[src/rtl/sdram_arb_pkg.sv]
// Shared types and constants for the two-master SDRAM arbiter.
// Port IDs double as the read-return tag stored in the tag FIFO.
package sdram_arb_pkg;

    localparam int ADDR_W_DEF = 25;
    localparam int DATA_W     = 16;
    localparam int BE_W       = DATA_W / 8;

    typedef enum logic {
        PORT_A = 1'b0,
        PORT_B = 1'b1
    } port_id_t;

    typedef enum logic [1:0] {
        ARB    = 2'd0,
        HOLD_A = 2'd1,
        HOLD_B = 2'd2
    } arb_state_t;

endpackage

[src/rtl/sdram_arb_tag_fifo.sv]
// Read-return tag FIFO: remembers which port issued each outstanding read.
// Head is visible combinationally so the return can be routed in the same cycle.
module sdram_arb_tag_fifo
    import sdram_arb_pkg::*;
#(
    parameter int DEPTH = 8,
    localparam int PTR_W = $clog2(DEPTH),
    localparam int CNT_W = $clog2(DEPTH + 1)
) (
    input  logic             clk,
    input  logic             rst_n,
    input  logic             push,
    input  port_id_t         push_id,
    input  logic             pop,
    output port_id_t         head,
    output logic [CNT_W-1:0] count,
    output logic             empty,
    output logic             full
);

    port_id_t         mem_q [DEPTH];
    logic [PTR_W-1:0] wr_ptr_q;
    logic [PTR_W-1:0] rd_ptr_q;
    logic [CNT_W-1:0] count_q;
    logic [CNT_W-1:0] count_d;

    always_comb begin
        count_d = count_q;
        case ({push, pop})
            2'b10:   count_d = count_q + 1'b1;
            2'b01:   count_d = count_q - 1'b1;
            default: count_d = count_q;
        endcase
    end

    // Storage carries no reset: an empty count makes stale entries unreachable.
    always_ff @(posedge clk) begin
        if (push) begin
            mem_q[wr_ptr_q] <= push_id;
        end
    end

    always_ff @(posedge clk or negedge rst_n) begin
        if (!rst_n) begin
            wr_ptr_q <= '0;
            rd_ptr_q <= '0;
            count_q  <= '0;
        end else begin
            if (push) begin
                wr_ptr_q <= wr_ptr_q + 1'b1;
            end
            if (pop) begin
                rd_ptr_q <= rd_ptr_q + 1'b1;
            end
            count_q <= count_d;
        end
    end

    assign head  = mem_q[rd_ptr_q];
    assign count = count_q;
    assign empty = (count_q == '0);
    assign full  = (count_q == CNT_W'(DEPTH));

endmodule

[src/rtl/sdram_arbiter.sv]
// Two-master Avalon-MM arbiter in front of an SDRAM controller: port A (audio)
// has priority, port B is protected from starvation, read returns are tag-routed.
module sdram_arbiter
    import sdram_arb_pkg::*;
#(
    parameter int ADDR_W       = ADDR_W_DEF,
    parameter int MAX_PENDING  = 8,
    parameter int STARVE_LIMIT = 16
) (
    input  logic              clk_clk,
    input  logic              reset_reset_n,

    input  logic [ADDR_W-1:0] a_address,
    input  logic              a_read,
    input  logic              a_write,
    input  logic [DATA_W-1:0] a_writedata,
    input  logic [BE_W-1:0]   a_byteenable,
    output logic              a_waitrequest,
    output logic [DATA_W-1:0] a_readdata,
    output logic              a_readdatavalid,

    input  logic [ADDR_W-1:0] b_address,
    input  logic              b_read,
    input  logic              b_write,
    input  logic [DATA_W-1:0] b_writedata,
    input  logic [BE_W-1:0]   b_byteenable,
    output logic              b_waitrequest,
    output logic [DATA_W-1:0] b_readdata,
    output logic              b_readdatavalid,

    output logic [ADDR_W-1:0] m_address,
    output logic              m_read,
    output logic              m_write,
    output logic [DATA_W-1:0] m_writedata,
    output logic [BE_W-1:0]   m_byteenable,
    input  logic              m_waitrequest,
    input  logic [DATA_W-1:0] m_readdata,
    input  logic              m_readdatavalid,

    output logic              err_orphan
);

    localparam int CNT_W = $clog2(MAX_PENDING + 1);
    localparam int ST_W  = $clog2(STARVE_LIMIT + 1);

    arb_state_t       state_q;
    logic [ST_W-1:0]  starve_q;
    logic [ST_W-1:0]  starve_d;
    logic             err_orphan_q;

    logic             read_room;
    logic             elig_a;
    logic             elig_b;
    logic             gnt_valid;
    port_id_t         gnt_id;
    logic             accept;
    logic             push;
    logic             pop;
    logic             orphan;
    port_id_t         fifo_head;
    logic [CNT_W-1:0] fifo_count;
    logic             fifo_empty;
    logic             fifo_full;

    // Uses the registered count, so a pop in this cycle cannot unblock a read.
    assign read_room = (fifo_count < CNT_W'(MAX_PENDING));
    assign elig_a    = a_write || (a_read && read_room);
    assign elig_b    = b_write || (b_read && read_room);

    always_comb begin
        gnt_valid = 1'b0;
        gnt_id    = PORT_A;
        case (state_q)
            HOLD_A: begin
                gnt_valid = 1'b1;
                gnt_id    = PORT_A;
            end
            HOLD_B: begin
                gnt_valid = 1'b1;
                gnt_id    = PORT_B;
            end
            default: begin
                if (elig_a && (starve_q < ST_W'(STARVE_LIMIT))) begin
                    gnt_valid = 1'b1;
                    gnt_id    = PORT_A;
                end else if (elig_b) begin
                    gnt_valid = 1'b1;
                    gnt_id    = PORT_B;
                end
            end
        endcase
        if (!reset_reset_n) begin
            gnt_valid = 1'b0;
        end
    end

    always_comb begin
        if (gnt_id == PORT_B) begin
            m_address    = b_address;
            m_writedata  = b_writedata;
            m_byteenable = b_byteenable;
            m_read       = gnt_valid && b_read;
            m_write      = gnt_valid && b_write;
        end else begin
            m_address    = a_address;
            m_writedata  = a_writedata;
            m_byteenable = a_byteenable;
            m_read       = gnt_valid && a_read;
            m_write      = gnt_valid && a_write;
        end
    end

    assign a_waitrequest = !(gnt_valid && gnt_id == PORT_A) || m_waitrequest;
    assign b_waitrequest = !(gnt_valid && gnt_id == PORT_B) || m_waitrequest;

    assign accept = (m_read || m_write) && !m_waitrequest;
    assign push   = accept && m_read;
    assign pop    = m_readdatavalid && !fifo_empty;
    assign orphan = m_readdatavalid && fifo_empty;

    assign a_readdatavalid = pop && (fifo_head == PORT_A);
    assign b_readdatavalid = pop && (fifo_head == PORT_B);
    assign a_readdata      = m_readdata;
    assign b_readdata      = m_readdata;
    assign err_orphan      = err_orphan_q;

    always_comb begin
        starve_d = starve_q;
        if (accept && gnt_id == PORT_B) begin
            starve_d = '0;
        end else if (elig_b && starve_q != ST_W'(STARVE_LIMIT)) begin
            starve_d = starve_q + 1'b1;
        end
    end

    always_ff @(posedge clk_clk or negedge reset_reset_n) begin
        if (!reset_reset_n) begin
            state_q      <= ARB;
            starve_q     <= '0;
            err_orphan_q <= 1'b0;
        end else begin
            starve_q <= starve_d;
            if (orphan) begin
                err_orphan_q <= 1'b1;
            end
            case (state_q)
                ARB: begin
                    if ((m_read || m_write) && m_waitrequest) begin
                        state_q <= (gnt_id == PORT_B) ? HOLD_B : HOLD_A;
                    end
                end
                HOLD_A, HOLD_B: begin
                    if (!m_waitrequest) begin
                        state_q <= ARB;
                    end
                end
                default: state_q <= ARB;
            endcase
        end
    end

    sdram_arb_tag_fifo #(
        .DEPTH (MAX_PENDING)
    ) u_tag_fifo (
        .clk     (clk_clk),
        .rst_n   (reset_reset_n),
        .push    (push),
        .push_id (gnt_id),
        .pop     (pop),
        .head    (fifo_head),
        .count   (fifo_count),
        .empty   (fifo_empty),
        .full    (fifo_full)
    );

endmodule

[config.mk]
export PLATFORM = sky130hd
export DESIGN_NAME = sdram_arbiter
export DESIGN_NICKNAME = d
export VERILOG_FILES = /design/src/rtl/sdram_arb_pkg.sv /design/src/rtl/sdram_arb_tag_fifo.sv /design/src/rtl/sdram_arbiter.sv
export SDC_FILE = /design/constraint.sdc
export NUM_CORES = 1
export LEC_CHECK = 0
export ABC_AREA = 1
export CORE_MARGIN = 2
export CORE_UTILIZATION = 30
export CTS_CLUSTER_SIZE = 16
export DETAILED_ROUTE_END_ITERATION = 8
export PLACE_DENSITY = 0.76
export SYNTH_ARGS = -nofsm -noshare
export SYNTH_HDL_FRONTEND = slang
export SYNTH_SLANG_ARGS = --single-unit
export TNS_END_PERCENT = 10
[constraint.sdc]
create_clock -name clk_clk -period 2.3 [get_ports clk_clk]
set_input_delay 0.345 -clock clk_clk [delete_from_list [all_inputs] [get_ports clk_clk]]
set_output_delay 0.345 -clock clk_clk [all_outputs]
set_load 0.05 [all_outputs]
==> summary.md, run 1 <==
| Metric | Value |
|---|---|
| Detailed-route DRC error count | `0` |
| Finished Layout Cells | `584` |
| DP Worst Slack | `-0.402 ns` |
| PD cells | `1430 nW/µm²` |
| Avg WL per Cell | `13.0 µm` |
| Clock slew at reported path FFs | `0.09 ns` |
| H-tree depth | `1` |
| Core area | `7650 µm²` |
| Syn_nets | `469` |
| Root buffer cell | `clkbuf_8` |
| Row count | `32` |
| Initial antenna violation count | `0` |
| Hold_buf cts | `0` |
| VDD IR max | `692 µV` |
| Setup WS post-layout | `-0.0795 ns` |
| Area after DPL | `4240 µm²` |
| Initial Util | `30.8%` |
| Crit share post-route | `103%` |
| Met2 wire len | `4280 µm` |
| Final setup viols | `31` |
| Max Fclk | `420 MHz` |
| Vias | `2558` |
| HP Class | `input port to asynchronous set/reset pin` |
| Leakage | `2.17 nW` |
| Vias per cell | `4.38` |
| Fin nets | `602` |
| Sequential share of the synthesized area | `29.4%` |
| Share of cells above drive strength 1 | `29.3%` |
| Mux cell area share after synthesis | `0%` |
| Antenna Violating Nets Remaining | `0` |
| Synth unique cells | `31` |
| Synth area leader | `nand2_1` |
| FF-to-FF path depth | `17` |
| Placed Instances | `569` |
| Clock Sink Count | `26` |
| Critical path origin | `state_q[1]` |
| Vias in the first global route | `2516` |
| Simple-gate share of the synthesized area | `40.1%` |
| Cts bufs inserted | `3` |
| Pin count of the biggest net entering global routing | `33` |
| #FFs+latches synth | `26` |
| Status | `complete, but fails checks` |
| Die H | `92.6 µm` |
| Gr ovfl total | `0` |
| MaxCap Viol Count | `0` |
| Leading post-synthesis cells by cell area | `nand2_1 25%, dfrtp_1 19%, buf_4 12%` |
| Critical path endpoint category | `output port` |
| Worst Path Max Fanout | `11` |
| Setup Skew | `0.00550 ns` |
| DRT met1 WL | `2630 µm` |
| Global placer's final weighted congestion | `0.780` |
| Setup repair after global routing missed its margin | `yes` |
| Post-route cell area | `4610 µm²` |
| Max Used Layer | `met4` |
| Rel. slew slack | `67.5%` |
| Clk_lat worst skew | `0.28 ns` |
| Slew Limit Fails | `0` |
| Critical Path AT | `2.03 ns` |
| Maximum root-to-sink buffer count | `2` |
| Die ar. | `8570 µm²` |
| CTS tree | `yes` |
| Antenna cell count | `0` |
| Compound-Gate Fraction of Synth Area | `5.00%` |
| Detailed Route WL | `7600 µm` |
| Tot GR Track Use | `17.6%` |
| Synth Area in XOR/XNOR | `2.98%` |
| Worst Max-Slew Pin Slew | `0.486 ns` |
| Critical path class | `flop to output port` |
| Chip width | `92.6 µm` |
| Post-Synthesis Cells | `350` |
| Crit path required time | `1.96 ns` |
| Router iterations before antenna repair | `4` |
| Critical R2R Capture | `u_tag_fifo.count[3]` |
| Register-to-register setup slack | `-0.06 ns` |
| Largest family of logic cells by synthesized area | `simple AND/OR/NAND/NOR gates` |
| Initial DRC Count | `70` |
| Crit path time final | `2.38 ns` |
| Synth Area in Adders | `4.79%` |
| Final HPWL DP | `6100 µm` |
| Failing checks | `setup timing` |
| First-pass GRT wire length | `12100 µm` |
| Met3 Routed Length | `578 µm` |
| Synth top area share | `25.2%` |
| Syn Std Cell Area | `2350 µm²` |
| # port buffers | `143` |
| Final hold vios | `0` |
| Final Core Density | `60.3%` |
| Total I/O pin count | `192` |
| Synth Area per Inst | `6.72 µm²` |
| R2r startpoint | `state_q[0]` |
| Crit start category | `flop` |
| Area delta synth->final | `96.1%` |
| Syn. warnings | `0` |
routing by layer:
layer | vias up | GRT usage, %
li1 | 1314 | -
met4 | 0 | 3.86
met3 | 10 | 4.56
met5 | - | 0
met1 | 1119 | 18.4
met2 | 115 | 34.9
layout make-up:
class | instances | area, µm²
fill | 609 | 3030
timing repair buffer | 170 | 2210
multi-input combinational | 252 | 1390
sequential | 26 | 691
tap | 102 | 128
inverter | 30 | 123
clock buffer | 3 | 41.3
clock inverter | 1 | 30.0
cell usage after synthesis (all sizes together):
library cell and instances:
dfrtp 18, a21boi 1, nor3 6, o211ai 1, xnor2 2, a21oi 5
ha 9, xor2 6, nor2 26, o21ai 6, o31ai 1, nor4 1
edfxtp 8, inv 30, nand3b 1, o32ai 2, a21o 1, nand3 11
nand2 173, buf 42
state kept, by name, indices dropped and copies added, names as in the netlist:
name	cells
starve_q	5
err_orphan	1
u_tag_fifo.mem_q	8
state_q	2
u_tag_fifo.count	4
u_tag_fifo.wr_ptr_q	3
u_tag_fifo.rd_ptr_q	3
per-stage QoR:
step	hold WS (ns)	TNS [ns]	power (W)
after detailed placement	0.468	-4.10	0.00575
after floorplan	0.0494	0	0.00360
after CTS	0.489	-0.00679	0.00642
after global routing	0.503	-4.57	0.00694
after global placement	0.442	-1.12	0.00564
final	0.478	-0.484	0.00658
worst max-delay path, cell delays in order, from the launching register on:
cell and delay [ns]:
dfrtp_1 0.40, inv_2 0.08, ha_4 0.22, a21oi_4 0.14, nand2_4 0.09, nand2_4 0.09, buf_6 0.14, buf_12 0.13
nand2_2 0.06, nand2_1 0.09, nand2_2 0.09, inv_2 0.08, buf_12 0.13
repair_timing:
| action | 4_1_cts | 5_1_grt |
|---|---|---|
| gates resized for setup | 22 | 32 |
| buffers inserted | 3 | 6 |
| setup endpoints to repair | 48 | 49 |
| pin swaps | 4 | 14 |
| cloned | 2 | 0 |
power by group:
part / switching [W] / internal, W / total (W) / leakage, nW
Combinational: 0.00293 / 0.00244 / 0.00537 / 1.85
Sequential: 0.000168 / 0.000661 / 0.000829 / 0.286
Clock: 0.000149 / 0.000233 / 0.000382 / 0.0357
worst max-delay path by stage:
stage | endpoint | depth (start not counted)
final | m_write | 12
after global routing | u_tag_fifo.count[3] | 17
after CTS | u_tag_fifo.count[3] | 16
after detailed placement | u_tag_fifo.count[3] | 15
after global placement | u_tag_fifo.count[3] | 15
after floorplan | u_tag_fifo.count[3] | 16
cell usage in the layout, fill, tap and decap left out, types with 2 or more instances in the layout:
cell / instances
dfrtp_1: 18
nor3_2: 5
xor2_1: 6
o21ai_0: 3
nand2_4: 3
nand3_4: 2
clkdlybuf4s50_1: 93
o32ai_1: 2
buf_4: 18
nand3_1: 8
a21oi_1: 3
nor2_4: 2
inv_2: 6
nor2_2: 2
ha_2: 2
buf_12: 50
inv_1: 22
ha_4: 3
nor2_1: 22
ha_1: 4
o21ai_1: 3
nand2_1: 142
clkbuf_8: 3
nand2_2: 27
buf_6: 5
edfxtp_1: 8
logic make-up (layout without fill, tap and decap cells):
family                     count (synthesis)  after routing
buffers and inverters                     72            204
adders and majority gates                  9              9
xor gates and xnor gates                   8              8
AOI/OAI and AO/OA                         17             17
DFF                                       26             26
and+or+nand+nor                          218            218
Note: power is estimated with default switching activity, not from simulation.
==> inputs of run 2 (changes only) <==
Settings changed: GPL_TIMING_DRIVEN set to 0.
==> run 2 against run 1 <==
Effect of this change:
- the run still ends with setup timing left
- global-route usage is 0.50 points lower
- clock-buffer cell count is 1 higher
- worst setup slack better by 0.053 ns
- register-to-register slack better by 0.04 ns
- routed wire length is 1.9% higher
- via count is 6.6% higher
- power is 16% lower
- hold slack worse by 0.37 ns
- die area stayed put
- sequential power is 0.8% lower
==> summary.md, run 2 (synthesis results as in run 1) <==
| Metric | Value |
|---|---|
| GR Layer Usage met3 | `4.64%` |
| GR met1 Demand/Resource | `17.8%` |
| Setup Skew | `0.00390 ns` |
| # port buffers | `175` |
| Detailed Route WL | `7750 µm` |
| Power Internal | `0.00241 W` |
| H-tree depth | `1` |
| Final HPWL DP | `6550 µm` |
| Clock share of power | `4.8%` |
| Setup total negative slack | `-0.0510 ns` |
| Rel. slew slack | `66.2%` |
| Clock Sink Count | `26` |
| Most frequent cells in the layout | `156 x nand2_1, 123 x clkdlybuf4s50_1, 48 x buf_6, 41 x buf_4, 25 x inv_1` |
| Critical path class | `flop to output port` |
| Cts bufs inserted | `3` |
| Die H | `92.6 µm` |
| Most common cell after layout, fill and taps aside | `nand2_1` |
| Crit share post-route | `101%` |
| Hold_buf cts | `0` |
| Final hold vios | `0` |
| Initial antenna violation count | `0` |
| Fin nets | `658` |
| Critical path endpoint category | `output port` |
| Finished Layout Cells | `640` |
| Crit path time final | `2.33 ns` |
| Antenna cell count | `0` |
| Share of cells above drive strength 1 | `27.1%` |
| Vias | `2728` |
| R2r startpoint | `state_q[1]` |
| Critical Path AT | `1.98 ns` |
| Placed Instances | `627` |
| Worst Path Max Fanout | `4` |
| HP Class | `input port to asynchronous set/reset pin` |
| Pin count of the biggest net entering global routing | `20` |
| Max Fclk | `430 MHz` |
| Combinational power share | `80.3%` |
| Sw Pwr | `0.00313 W` |
| Critical path origin | `state_q[1]` |
| Largest register by flop count | `u_tag_fifo.mem_q` |
| Clock slew at reported path FFs | `0.09 ns` |
| Setup repair after global routing missed its margin | `yes` |
| Vias in the first global route | `2633` |
| Maximum root-to-sink buffer count | `2` |
| Reg power frac | `14.8%` |
| Failing checks | `setup timing` |
| Tot GR Track Use | `17.1%` |
| Gr ovfl total | `0` |
| Initial Util | `30.8%` |
| MaxCap Viol Count | `0` |
| GR Util met2 | `33.6%` |
| Total I/O pin count | `192` |
| Area after DPL | `4250 µm²` |
| Setup WS post-layout | `-0.0269 ns` |
| Status | `complete, but fails checks` |
| Row count | `32` |
| Crit start category | `flop` |
| Slew Limit Fails | `0` |
| Area delta synth->final | `92.3%` |
| Router iterations before antenna repair | `4` |
| Die ar. | `8570 µm²` |
| PD cells | `1220 nW/µm²` |
| CTS tree | `yes` |
| Max FFs per register | `8` |
| Global route hottest layer | `met2` |
| Crit path required time | `1.96 ns` |
| Initial DRC Count | `45` |
| Worst Max-Slew Pin Slew | `0.506 ns` |
| Clk_lat worst skew | `0.27 ns` |
| Antenna Violating Nets Remaining | `0` |
| Final setup viols | `3` |
| VDD IR max | `635 µV` |
| Final Core Density | `59.1%` |
| Leakage | `2.22 nW` |
| First-pass GRT wire length | `12000 µm` |
| Root buffer cell | `clkbuf_8` |
| Core area | `7650 µm²` |
| Global placer's final weighted congestion | `0.828` |
| Detailed-route DRC error count | `0` |
| Avg WL per Cell | `12.1 µm` |
| Vias per cell | `4.26` |
| Post-route cell area | `4520 µm²` |
| Chip width | `92.6 µm` |
| Switching share of power | `56.5%` |
run 2: cell count changes in the layout (fill, tap and decap cells not counted), moves of 3 or more:
cell	delta
buf_12	-50
buf_2	+5
clkdlybuf4s50_1	+30
buf_4	+23
nand2_1	+14
buf_6	+43
inv_1	+3
clkbuf_4	+3
clkdlybuf4s15_2	+3
nand2_2	-14
run 2: stage by stage:
stage	hold slack [ns]	worst slack, ns	power (W)
2_1_floorplan	0.0494	0.0108	0.00360
3_3_place_gp	0.437	-0.927	0.00483
3_5_place_dp	0.447	-0.965	0.00490
4_1_cts	0.127	-0.0388	0.00523
5_1_grt	0.144	-0.122	0.00589
6_report	0.112	-0.0269	0.00554
run 2: critical path, cell delays in order (launching register included):
cell and delay (ns):
dfrtp_1 0.41, inv_2 0.08, ha_4 0.22, a21oi_4 0.14
nand2_4 0.08, nand2_4 0.11, nand2_4 0.05, nand3_4 0.10
inv_8 0.04, buf_4 0.14, clkdlybuf4s15_2 0.33
run 2: what timing repair did:
action                     in CTS  in global routing
resized for setup             313                 52
buffers inserted                2                  7
pin swaps                       2                  8
setup endpoints to repair      61                 49
cloned                          0                  0
run 2: final timing paths:
path | endpoint | slack [ns] | cells past startpoint
worst max-delay path | m_read | -0.03 | 10
worst min-delay path | u_tag_fifo.rd_ptr_q[2] | 0.11 | 1
worst max register to register | u_tag_fifo.count[2] | -0.02 | 18
worst min register to register | err_orphan | 0.46 | 1
max in group asynchronous | state_q[0] | 1.85 | 1
min in group clk_clk | err_orphan | 0.46 | 1
run 2: layer usage:
| layer | part of all wire, % | wire [µm] | vias up |
|---|---|---|---|
| li1 | - | - | 1415 |
| met1 | 35 | 2680 | 1198 |
| met2 | 55 | 4300 | 101 |
| met3 | 8.0 | 618 | 14 |
| met4 | 2.0 | 154 | 0 |
| met5 | 0 | 0 | - |
run 2: power groups by stage:
stage / logic [W] / registers (W) / clock network [W]
after CTS: 0.00415 / 0.000810 / 0.000273
after detailed placement: 0.00409 / 0.000819 / 0
after global placement: 0.00402 / 0.000810 / 0
after global routing: 0.00475 / 0.000845 / 0.000295
final: 0.00445 / 0.000822 / 0.000268
after floorplan: 0.00279 / 0.000807 / 0
run 2: final cells by class:
cell class                      count  area [µm²]
Inverter                           30         120
Clock buffer                        4        45.0
Buffer                             42         350
Fill cell                         685        3120
Sequential cell                    26         691
Multi-Input combinational cell    252        1340
Timing Repair Buffer              184        1850
Tap cell                          102         128
==> inputs of run 3 (changes only) <==
Settings changed: HOLD_SLACK_MARGIN set to 0.08.
==> results of run 3 <==
The final DEF is identical to that of run 2; final timing and power are the same.
